### config.mk
export PLATFORM = sky130hd
export DESIGN_NAME = ps2_kb_matrix
export DESIGN_NICKNAME = d
export VERILOG_FILES = /design/src/rtl/ps2_kb_matrix.sv
export SDC_FILE = /design/constraint.sdc
export NUM_CORES = 1
export LEC_CHECK = 0
export BUFFER_PORTS_ARGS = -buffer_cell sky130_fd_sc_hd__buf_2
export CAP_MARGIN = 5
export CORE_MARGIN = 10
export CORE_UTILIZATION = 35
export CTS_BUF_LIST = sky130_fd_sc_hd__clkbuf_4 sky130_fd_sc_hd__clkbuf_8 sky130_fd_sc_hd__clkbuf_16
export CTS_CLUSTER_DIAMETER = 120
export DETAILED_ROUTE_END_ITERATION = 16
export SLEW_MARGIN = 20
export SYNTH_ARGS = -nofsm -noshare
export SYNTH_HDL_FRONTEND = slang
export SYNTH_SLANG_ARGS = --single-unit
### constraint.sdc
create_clock -name clk_cpu -period 3.68 [get_ports clk_cpu]
set_input_delay 0.92 -clock clk_cpu [delete_from_list [all_inputs] [get_ports clk_cpu]]
set_output_delay 0.92 -clock clk_cpu [all_outputs]
set_load 0.02 [all_outputs]
### src/rtl/ps2_kb_matrix.sv
// ---------------------------------------------------------------------------
// ps2_kb_matrix
//   PS/2 keyboard front end for the Cobra1 core. Receives set-2 scancodes from
//   a PS/2 clock/data pair, decodes make/break events and maintains the
//   40-key switch matrix image consumed by the keyboard/tape decoder.
//   Runs entirely in the CPU clock domain.
//
// Parameters
//   FILTER_LEN   cycles the synced ps2_clk must hold a new level before the
//                filtered clock follows it
//   TIMEOUT_CYC  idle cycles allowed between frame bits before abort
//
// Ports
//   clk_cpu     in   core clock
//   rst_n       in   asynchronous active-low reset
//   ps2_clk     in   raw PS/2 clock (asynchronous)
//   ps2_dat     in   raw PS/2 data (asynchronous)
//   kb_state    out  [39:0] matrix image, bit row*5+col, 1 = key held
//   scan_code   out  [7:0]  last accepted byte
//   scan_valid  out  one-cycle pulse when scan_code is updated
//   frame_err   out  one-cycle pulse on bad start/stop/parity or timeout
//
// Configuration macro
//   PS2_PARITY_CHECK_EN  when defined, an odd-parity failure at the stop bit
//                        drops the byte and raises frame_err; otherwise the
//                        parity bit is consumed and ignored.
// ---------------------------------------------------------------------------
module ps2_kb_matrix #(
  parameter int FILTER_LEN  = 4,
  parameter int TIMEOUT_CYC = 3250
) (
  input  logic        clk_cpu,
  input  logic        rst_n,
  input  logic        ps2_clk,
  input  logic        ps2_dat,
  output logic [39:0] kb_state,
  output logic [7:0]  scan_code,
  output logic        scan_valid,
  output logic        frame_err
);

  localparam int FW = $clog2(FILTER_LEN + 1);
  localparam int TW = $clog2(TIMEOUT_CYC + 1);

  typedef enum logic [1:0] {IDLE, DATA, PAR, STOP} state_t;

  // Set-2 code -> {hit, row*5+col}
  function automatic logic [6:0] code_map(input logic [7:0] code);
    logic [6:0] r;
    r = 7'd0;
    case (code)
      8'h12: r = {1'b1, 6'd0};  8'h1A: r = {1'b1, 6'd1};  8'h22: r = {1'b1, 6'd2};
      8'h21: r = {1'b1, 6'd3};  8'h2A: r = {1'b1, 6'd4};
      8'h1C: r = {1'b1, 6'd5};  8'h1B: r = {1'b1, 6'd6};  8'h23: r = {1'b1, 6'd7};
      8'h2B: r = {1'b1, 6'd8};  8'h34: r = {1'b1, 6'd9};
      8'h15: r = {1'b1, 6'd10}; 8'h1D: r = {1'b1, 6'd11}; 8'h24: r = {1'b1, 6'd12};
      8'h2D: r = {1'b1, 6'd13}; 8'h2C: r = {1'b1, 6'd14};
      8'h16: r = {1'b1, 6'd15}; 8'h1E: r = {1'b1, 6'd16}; 8'h26: r = {1'b1, 6'd17};
      8'h25: r = {1'b1, 6'd18}; 8'h2E: r = {1'b1, 6'd19};
      8'h45: r = {1'b1, 6'd20}; 8'h46: r = {1'b1, 6'd21}; 8'h3E: r = {1'b1, 6'd22};
      8'h3D: r = {1'b1, 6'd23}; 8'h36: r = {1'b1, 6'd24};
      8'h4D: r = {1'b1, 6'd25}; 8'h44: r = {1'b1, 6'd26}; 8'h43: r = {1'b1, 6'd27};
      8'h3C: r = {1'b1, 6'd28}; 8'h35: r = {1'b1, 6'd29};
      8'h5A: r = {1'b1, 6'd30}; 8'h4B: r = {1'b1, 6'd31}; 8'h42: r = {1'b1, 6'd32};
      8'h3B: r = {1'b1, 6'd33}; 8'h33: r = {1'b1, 6'd34};
      8'h29: r = {1'b1, 6'd35}; 8'h59: r = {1'b1, 6'd36}; 8'h3A: r = {1'b1, 6'd37};
      8'h31: r = {1'b1, 6'd38}; 8'h32: r = {1'b1, 6'd39};
      default: r = 7'd0;
    endcase
    return r;
  endfunction

  // ---------------- input synchronisers and clock filter ----------------
  logic          clk_s1, clk_s2, dat_s1, dat_s2;
  logic          clk_f, clk_f_d;
  logic [FW-1:0] filt_cnt;
  logic          strobe;

  // NOTE: every register below uses non-blocking assignment so all flops
  // sample the pre-edge values; blocking here would collapse the
  // synchroniser stages into one.
  // Lines idle high, so the synchronisers and filter reset to 1 to avoid a
  // spurious falling edge right after reset.
  always_ff @(posedge clk_cpu or negedge rst_n) begin
    if (!rst_n) begin
      clk_s1   <= 1'b1;
      clk_s2   <= 1'b1;
      dat_s1   <= 1'b1;
      dat_s2   <= 1'b1;
      clk_f    <= 1'b1;
      clk_f_d  <= 1'b1;
      filt_cnt <= '0;
    end else begin
      clk_s1  <= ps2_clk;
      clk_s2  <= clk_s1;
      dat_s1  <= ps2_dat;
      dat_s2  <= dat_s1;
      clk_f_d <= clk_f;
      // Count consecutive samples that disagree with clk_f; follow after
      // FILTER_LEN of them, restart on any agreeing sample.
      if (clk_s2 == clk_f) begin
        filt_cnt <= '0;
      end else if (filt_cnt == FW'(FILTER_LEN - 1)) begin
        clk_f    <= clk_s2;
        filt_cnt <= '0;
      end else begin
        filt_cnt <= filt_cnt + 1'b1;
      end
    end
  end

  assign strobe = clk_f_d & ~clk_f;

  // ---------------- frame receiver and matrix decode ----------------
  state_t        state;
  logic [2:0]    bit_cnt;
  logic [7:0]    shift;
  logic [TW-1:0] to_cnt;
  logic          ext, brk;
  logic          parity_ok;
  logic [6:0]    map_r;

  assign map_r = code_map(shift);

`ifdef PS2_PARITY_CHECK_EN
  logic par_bit;
  always_ff @(posedge clk_cpu or negedge rst_n) begin
    if (!rst_n)                        par_bit <= 1'b0;
    else if (strobe && state == PAR)   par_bit <= dat_s2;
  end
  assign parity_ok = ^{shift, par_bit};
`else
  assign parity_ok = 1'b1;
`endif

  always_ff @(posedge clk_cpu or negedge rst_n) begin
    if (!rst_n) begin
      state      <= IDLE;
      bit_cnt    <= '0;
      shift      <= '0;
      to_cnt     <= '0;
      ext        <= 1'b0;
      brk        <= 1'b0;
      kb_state   <= '0;
      scan_code  <= '0;
      scan_valid <= 1'b0;
      frame_err  <= 1'b0;
    end else begin
      scan_valid <= 1'b0;
      frame_err  <= 1'b0;
      if (state == IDLE) begin
        to_cnt <= '0;
        if (strobe && !dat_s2) begin
          state   <= DATA;
          bit_cnt <= '0;
        end
      end else if (strobe) begin
        to_cnt <= '0;
        case (state)
          DATA: begin
            shift   <= {dat_s2, shift[7:1]};
            bit_cnt <= bit_cnt + 1'b1;
            if (bit_cnt == 3'd7) state <= PAR;
          end
          PAR:  state <= STOP;
          default: begin  // STOP
            state <= IDLE;
            if (dat_s2 && parity_ok) begin
              scan_code  <= shift;
              scan_valid <= 1'b1;
              case (shift)
                8'hE0: ext <= 1'b1;
                8'hF0: brk <= 1'b1;
                8'h00, 8'hFF: begin
                  kb_state <= '0;
                  ext      <= 1'b0;
                  brk      <= 1'b0;
                end
                default: begin
                  // Only unextended codes reach the matrix; prefixes and
                  // device replies (AA/FA/FE/EE) are unmapped and just
                  // clear the flags.
                  ext <= 1'b0;
                  brk <= 1'b0;
                  if (!ext && map_r[6]) kb_state[map_r[5:0]] <= ~brk;
                end
              endcase
            end else begin
              frame_err <= 1'b1;
            end
          end
        endcase
      end else if (to_cnt == TW'(TIMEOUT_CYC - 1)) begin
        frame_err <= 1'b1;
        state     <= IDLE;
        to_cnt    <= '0;
      end else begin
        to_cnt <= to_cnt + 1'b1;
      end
    end
  end

endmodule
Yosys cells after proc, flatten, opt, wreduce, memory -nomap -nowiden
Memory sizes are Yosys's and may differ from the RTL's. Cells that the tools add are included.

Output and inout port bits: 50. Memories: 1. Bits in latches: 0. ROM bits: 896. Input bits: 4. Logic and storage cells: 97. Register bits after elaboration: 86. Bits in writable memories: 0.

Memory list: (no name shown) (words 128, width 7, rd ports 1, clocked after Yosys merged registers in 0, wr ports 0, line 51) `case (code)`.

Reductions and logical operators: 22. $mul: 0. Equality and inequality tests: 11. Shift operators: 0. Add/subtract/negate cells: 3. Multiplexer cells: 32. Magnitude comparators: 2. Bitwise operators: 9. Divide/modulo/power cells: 0.

Operator list (number): 40-bit one-hot mux with 2 select lines (1); 40-bit bitwise mux (1); 40-bit 2-to-1 mux (1); 12-bit 2-to-1 mux (3); 8-bit equality test (second input constant) (3); 3-bit 2-to-1 mux (6); 12-bit by 1-bit adder with 12-bit output (second input constant) (1); 12-bit equality test (second input constant) (1); 1-bit 2-to-1 mux (10); 2-bit 2-to-1 mux (5); 5-bit AND reduction (2); 3-bit AND reduction (3); 8-bit zero test (1); 1-bit NOT (8); 6-bit by 7-bit less-than comparator with 1-bit output (second input constant) (1); 7-bit 2-to-1 mux (1); 3-bit by 1-bit adder with 3-bit output (second input constant) (2); 1-bit demux with 6-bit select (1); 6-bit by 1-bit greater-or-equal comparator with 1-bit output (second input constant) (1); 6-bit AND reduction (1); 2-bit nonzero test (3); 2-bit OR reduction (3); 4-bit != test (second input constant) (1); 1-bit one-hot mux with 2 select lines (2); other kinds (14) (17).

Depth between registers and ports, before layout
An unclocked memory read counts as a cell.

Depth after elaboration: 9. Gate-level depth with buffers: 11. Depth with buffers taken out: 9.

Worst setup path before layout
Ideal clock, no wire load.

Path type: reg2reg. Start: register shift[1]. End: register kb_state[34]. Cell stages (with the launch flop): 10. Period minus slack after synthesis: 2.670 ns. Arrival time: 2.530 ns. Slack: 1.010 ns. Library setup time: 0.140 ns. Required time: 3.540 ns. Cell sequence: dfrtp_1 -> inv_1 -> ha_1 -> o211ai_2 -> a31oi_1 -> o32a_2 -> nor4b_4 -> nand4_2 -> o311ai_0 -> o41ai_1.

Word-level cells in the longest chain between the ends: 9. Elaborated cells on any way between the ends: 20.

Ends and longest elaborated chain: from (decl) (line 117) `logic [7:0] shift;`; from (signal assigned) (line 161) `shift <= {dat_s2, shift[7:1]};`; memory read 128 x 7 bit; 7-bit 2-to-1 mux (line 51); 6-bit by 7-bit less-than comparator with 1-bit output (not written as such) / 6-bit by 1-bit greater-or-equal comparator with 1-bit output (equally long branches) (line 185) `if (!ext && map_r[6]) kb_state[map_r[5:0]] <= ~brk;`; 1-bit logical AND (not written as such) (line 185); 1-bit 2-to-1 mux (not written as such) (line 185); 1-bit demux with 6-bit select (line 185); 40-bit bitwise mux (line 185); 40-bit 2-to-1 mux (line 185); 40-bit one-hot mux with 2 select lines (line 171) `case (shift)`; to (signal, indexed assignment) (line 185); to (decl) (line 36) `output logic [39:0] kb_state,`.

Parallel ways exist; a longest one is shown, timed or not. The select of a mux whose other input is x is not followed. A chain may end at the register's enable or synchronous reset.

Final worst setup path
Start: register shift[1]. End: register kb_state[37].

Same word-level chain as after synthesis.

==> impl_results.html <==
<table>
<tr><th>Metric</th><th>Value</th></tr>
<tr><th colspan="2">Cells and area</th></tr>
<tr><td>Share of final-layout standard cells stronger than drive strength 1</td><td>0.2113</td></tr>
<tr><td>Area occupied by multi-input gates</td><td>2416 um^2</td></tr>
<tr><td>Ant. Diodes</td><td>0</td></tr>
<tr><td>Area delta synth-&gt;final</td><td>13.94%</td></tr>
<tr><td>Sequential cell area in the final layout</td><td>2160 um^2</td></tr>
<tr><td>Final nets</td><td>544</td></tr>
<tr><td>Number of filler instances in the final layout</td><td>1333</td></tr>
<tr><td>Final design area excluding fillers</td><td>5503 um^2</td></tr>
<tr><td>Utilization of the core after routing</td><td>0.4106</td></tr>
<tr><th colspan="2">Timing</th></tr>
<tr><td>Setup violators final</td><td>0</td></tr>
<tr><td>Tightest Pin Transition</td><td>0.9345 ns</td></tr>
<tr><td>Post-route clock period utilization</td><td>0.8995</td></tr>
<tr><td>Normalized max-slew margin</td><td>0.3682</td></tr>
<tr><td>Clock skew</td><td>0.006833 ns</td></tr>
<tr><td>Number of max-slew violations in the final report</td><td>0</td></tr>
<tr><td>Final worst-path setup slack</td><td>0.3697 ns</td></tr>
<tr><td>TNS Setup</td><td>0 ns</td></tr>
<tr><td>Hold violation total from the final report</td><td>0</td></tr>
<tr><td>RSZ-0062 raised after global routing</td><td>false</td></tr>
<tr><td>Upper clock frequency limit</td><td>302.1 MHz</td></tr>
<tr><td>Post-layout min period</td><td>3.310 ns</td></tr>
<tr><th colspan="2">Route</th></tr>
<tr><td>Detailed-router iteration count before antenna repair</td><td>4</td></tr>
<tr><td>Via-to-Cell Ratio</td><td>5.593</td></tr>
<tr><td>Drt wl/cell</td><td>17.56 um</td></tr>
<tr><td>Routed Wire Length</td><td>12.40 mm</td></tr>
<tr><td>Number of DRC markers after the initial detailed-route iteration</td><td>261</td></tr>
<tr><td>Count of unresolved DRC violations after routing</td><td>0</td></tr>
<tr><td>Number of antenna-violating nets in the routed design</td><td>0</td></tr>
<tr><td>Via count</td><td>3949</td></tr>
<tr><th colspan="2">Yosys</th></tr>
<tr><td>Main combinational cell family by area after synthesis</td><td>compound AO/OA/AOI/OAI gates</td></tr>
<tr><td>Area of the mapped netlist</td><td>4830 um^2</td></tr>
<tr><td>Number of warnings reported in the yosys synthesis log</td><td>0</td></tr>
<tr><td>Cell type with the largest total area after synthesis</td><td>sky130_fd_sc_hd__dfrtp_1</td></tr>
<tr><td>Number of distinct library cell variants in the gate-level netlist after synthesis</td><td>68</td></tr>
<tr><td>Ranking of synthesized cells by area</td><td>sky130_fd_sc_hd__dfrtp_1, sky130_fd_sc_hd__ha_1, sky130_fd_sc_hd__o41ai_1, sky130_fd_sc_hd__o211ai_1, sky130_fd_sc_hd__o31ai_1</td></tr>
<tr><td>Fraction of post-synthesis cell area in the top cell type by area</td><td>0.4145</td></tr>
<tr><td>Mean area per synthesized cell</td><td>9.938 um^2</td></tr>
<tr><td>Synth Area in Compound Gates</td><td>0.2513</td></tr>
<tr><td>Most numerous cell in the Yosys netlist</td><td>sky130_fd_sc_hd__dfrtp_1</td></tr>
<tr><td>Multiplexer area fraction after synthesis</td><td>0.02642</td></tr>
<tr><td>Post-Syn Instances</td><td>486</td></tr>
<tr><td>Post-synthesis share of cell area spent on and, or, nand and nor gates</td><td>0.1609</td></tr>
<tr><td>Commonest cells in the netlist</td><td>sky130_fd_sc_hd__dfrtp_1, sky130_fd_sc_hd__nand2_1, sky130_fd_sc_hd__nor2_1</td></tr>
<tr><td>Synthesized-area fraction occupied by adder cells</td><td>0.03886</td></tr>
<tr><td>Share of synthesized flip-flops with an asynchronous set or reset</td><td>1.000</td></tr>
<tr><td>Prevailing post-synth register cell</td><td>sky130_fd_sc_hd__dfrtp_1</td></tr>
<tr><td>Synth Area in XOR/XNOR</td><td>0.02176</td></tr>
<tr><td>Post-Synthesis Net Count</td><td>505</td></tr>
<tr><td>Count of flip-flops with a built-in enable after synthesis</td><td>0</td></tr>
<tr><td>Flip-flop and latch count after synthesis</td><td>86</td></tr>
<tr><td>Register area share after synthesis</td><td>0.4472</td></tr>
<tr><th colspan="2">Placed design</th></tr>
<tr><td>Placer Congestion</td><td>0.9270</td></tr>
<tr><td>Number of buffer cells added on primary ports</td><td>53</td></tr>
<tr><td>Total placed instance area</td><td>5216 um^2</td></tr>
<tr><td>DPL Wire Length</td><td>8.561 mm</td></tr>
<tr><td>Place WS</td><td>0.3737 ns</td></tr>
<tr><th colspan="2">Die</th></tr>
<tr><td>Site row count</td><td>42</td></tr>
<tr><td>Die height</td><td>137.5 um</td></tr>
<tr><td>Die width</td><td>137.5 um</td></tr>
<tr><td>Number of placed I/O pins</td><td>54</td></tr>
<tr><td>Die footprint</td><td>18900 um^2</td></tr>
<tr><td>Initial core utilization</td><td>0.3604</td></tr>
<tr><td>Area inside the core boundary</td><td>13400 um^2</td></tr>
<tr><th colspan="2">Power</th></tr>
<tr><td>Power density over cell area</td><td>526.9 nW/um^2</td></tr>
<tr><td>Total internal power</td><td>1.790 mW</td></tr>
<tr><td>Net switching power</td><td>1.110 mW</td></tr>
<tr><td>Proportion of power drawn by the clock network</td><td>0.293</td></tr>
<tr><td>Worst ir drop on vdd</td><td>0.3661 mV</td></tr>
<tr><td>Sequential share of power</td><td>0.389</td></tr>
<tr><td>Combinational fraction of design power</td><td>0.318</td></tr>
<tr><td>Leakage component of the power</td><td>2.401 nW</td></tr>
<tr><td>Proportion of total power due to net switching</td><td>0.3827</td></tr>
<tr><td>Total Power Consumption</td><td>2.900 mW</td></tr>
<tr><th colspan="2">Worst setup path</th></tr>
<tr><td>Setup slack of the worst register-to-register path</td><td>0.37 ns</td></tr>
<tr><td>Worst reg2reg path depth</td><td>9</td></tr>
<tr><td>Req. time, crit path</td><td>3.87 ns</td></tr>
<tr><td>Classification of the worst setup path</td><td>flip-flop to flip-flop</td></tr>
<tr><td>Crit path capture type</td><td>flip-flop</td></tr>
<tr><td>Maximum net fanout on the critical path</td><td>16</td></tr>
<tr><td>Reg2Reg Capture Point</td><td>kb_state[37]</td></tr>
<tr><td>Startpoint types</td><td>flip-flop</td></tr>
<tr><td>Worst reg2reg startpoint</td><td>shift[1]</td></tr>
<tr><td>Arrival @ worst endpoint</td><td>3.50 ns</td></tr>
<tr><th colspan="2">Min path</th></tr>
<tr><td>Hold/Removal Path Class</td><td>flip-flop to flip-flop</td></tr>
<tr><td>Origin of the worst min-delay path</td><td>dat_s1</td></tr>
<tr><td>Endpoint, Worst Hold</td><td>dat_s2</td></tr>
<tr><td>Min-Delay Path Depth</td><td>0</td></tr>
<tr><th colspan="2">Outcome</th></tr>
<tr><td>Run status</td><td>finished, final reports clean</td></tr>
<tr><th colspan="2">CTS</th></tr>
<tr><td>Clock-pin slew on the worst setup and hold paths</td><td>0.06 ns</td></tr>
<tr><td>TritonCTS clock tree</td><td>done</td></tr>
<tr><td>Clock sink total</td><td>86</td></tr>
<tr><td>H-Tree Depth</td><td>3</td></tr>
<tr><td>Clk buf depth</td><td>2</td></tr>
<tr><td>CTS Buf Count</td><td>9</td></tr>
<tr><td>Library cell used as clock root buffer</td><td>sky130_fd_sc_hd__clkbuf_16</td></tr>
<tr><td>Worst-skew pair later-pin latency</td><td>0.34 ns</td></tr>
<tr><td>CTS hold repair buffers</td><td>0</td></tr>
<tr><th colspan="2">Global route</th></tr>
<tr><td>Via count of the first global-routing pass</td><td>4051</td></tr>
<tr><td>Global-route wire length before repair</td><td>21.04 mm</td></tr>
<tr><td>Initial antenna violation count</td><td>0</td></tr>
<tr><td>Total congestion overflow</td><td>0</td></tr>
<tr><td>GR Util All Layers</td><td>0.1359</td></tr>
<tr><td>Pin count of the biggest net entering global routing</td><td>87</td></tr>
<tr><th colspan="2">Run</th></tr>
<tr><td>Reported max-cap violation count</td><td>0</td></tr>
</table>
[state kept, by name, indices dropped and copies added (netlist names), 2 cells and up]
name / flops
filt_cnt: 3
state: 2
to_cnt: 12
bit_cnt: 3
kb_state: 40
scan_code: 8
shift: 8
[cell type report]
class / instances / share of cell area
repair buffers: 68 / 0.06980
well taps: 176 / 0.04002
clock buffers: 10 / 0.04229
multi-input cells: 348 / 0.4391
inverters: 12 / 0.008186
flip-flops and latches: 86 / 0.3925
clock inverters: 6 / 0.008186
[cells in the final DEF, fill, tap and decap left out, types with 7 or more instances in the layout]
master                       n
sky130_fd_sc_hd__buf_2      52
sky130_fd_sc_hd__o311ai_0   18
sky130_fd_sc_hd__ha_1       15
sky130_fd_sc_hd__nand2_1    44
sky130_fd_sc_hd__a21oi_1    14
sky130_fd_sc_hd__nand4_1     7
sky130_fd_sc_hd__buf_4      15
sky130_fd_sc_hd__clkbuf_16   9
sky130_fd_sc_hd__nand3_1     7
sky130_fd_sc_hd__nor2_1     30
sky130_fd_sc_hd__o41ai_1    20
sky130_fd_sc_hd__o211ai_1   23
sky130_fd_sc_hd__inv_1      12
sky130_fd_sc_hd__o31ai_1    23
sky130_fd_sc_hd__nor2b_1    11
sky130_fd_sc_hd__dfrtp_1    80
sky130_fd_sc_hd__nand2b_1   12
sky130_fd_sc_hd__o21ai_0    24
[stage by stage]
step           hold WS, ns  cells
6_report            0.3581    706
5_1_grt             0.3608    706
4_1_cts             0.3597    706
3_5_place_dp        0.3500    690
3_3_place_gp        0.3473    690
2_1_floorplan       0.3452    486
[cell families (layout without fill, tap and decap cells)]
kind of cell             count (synthesis)  after routing
XOR/XNOR                                12             12
flip-flops                              86             86
AND/OR/NAND/NOR                        148            148
adder cells (fa/ha/maj)                 15             15
AO/OA/AOI/OAI                          161            161
buffers and inverters                   52             96
multiplexers                            12             12
[power groups by stage]
stage | Combinational [mW] | Sequential (mW) | Clock, mW
6_report | 0.921 | 1.13 | 0.850
5_1_grt | 1.03 | 1.14 | 0.924
4_1_cts | 0.922 | 1.13 | 0.880
3_5_place_dp | 0.915 | 1.15 | 0
3_3_place_gp | 0.889 | 1.14 | 0
2_1_floorplan | 0.717 | 1.10 | 0
[worst max path at each step]
stage | from | end | slack, ns
detailed placement | shift[1] | kb_state[2] | 0.37
global placement | shift[1] | kb_state[3] | 0.50
CTS | shift[1] | kb_state[6] | 0.36
finish | shift[1] | kb_state[37] | 0.37
floorplan | shift[1] | kb_state[34] | 1.01
global route | shift[1] | kb_state[36] | 0.10
[timing repair]
item                       4_1_cts  5_1_grt
setup endpoints to repair        0        1
gates resized for setup          0        1
setup buffers                    0        0
[metal layers]
layer / share of wire / track usage / vias up
li1: - / - / 1938
met4: 0.018 / 0.03923 / 0
met5: 0 / 0 / -
met3: 0.036 / 0.03132 / 19
met1: 0.44 / 0.1741 / 1928
met2: 0.51 / 0.2233 / 64
[critical path, cell delays in order (launching register included)]
cell and delay, ns:
sky130_fd_sc_hd__dfrtp_1 0.54, sky130_fd_sc_hd__inv_1 0.17, sky130_fd_sc_hd__ha_1 0.44, sky130_fd_sc_hd__o211ai_2 0.20, sky130_fd_sc_hd__a31oi_1 0.06, sky130_fd_sc_hd__o32a_2 0.42
sky130_fd_sc_hd__nor4b_4 0.36, sky130_fd_sc_hd__nand4_2 0.39, sky130_fd_sc_hd__o311ai_0 0.45, sky130_fd_sc_hd__o41ai_1 0.13
Power figures use the tool's default switching activity.
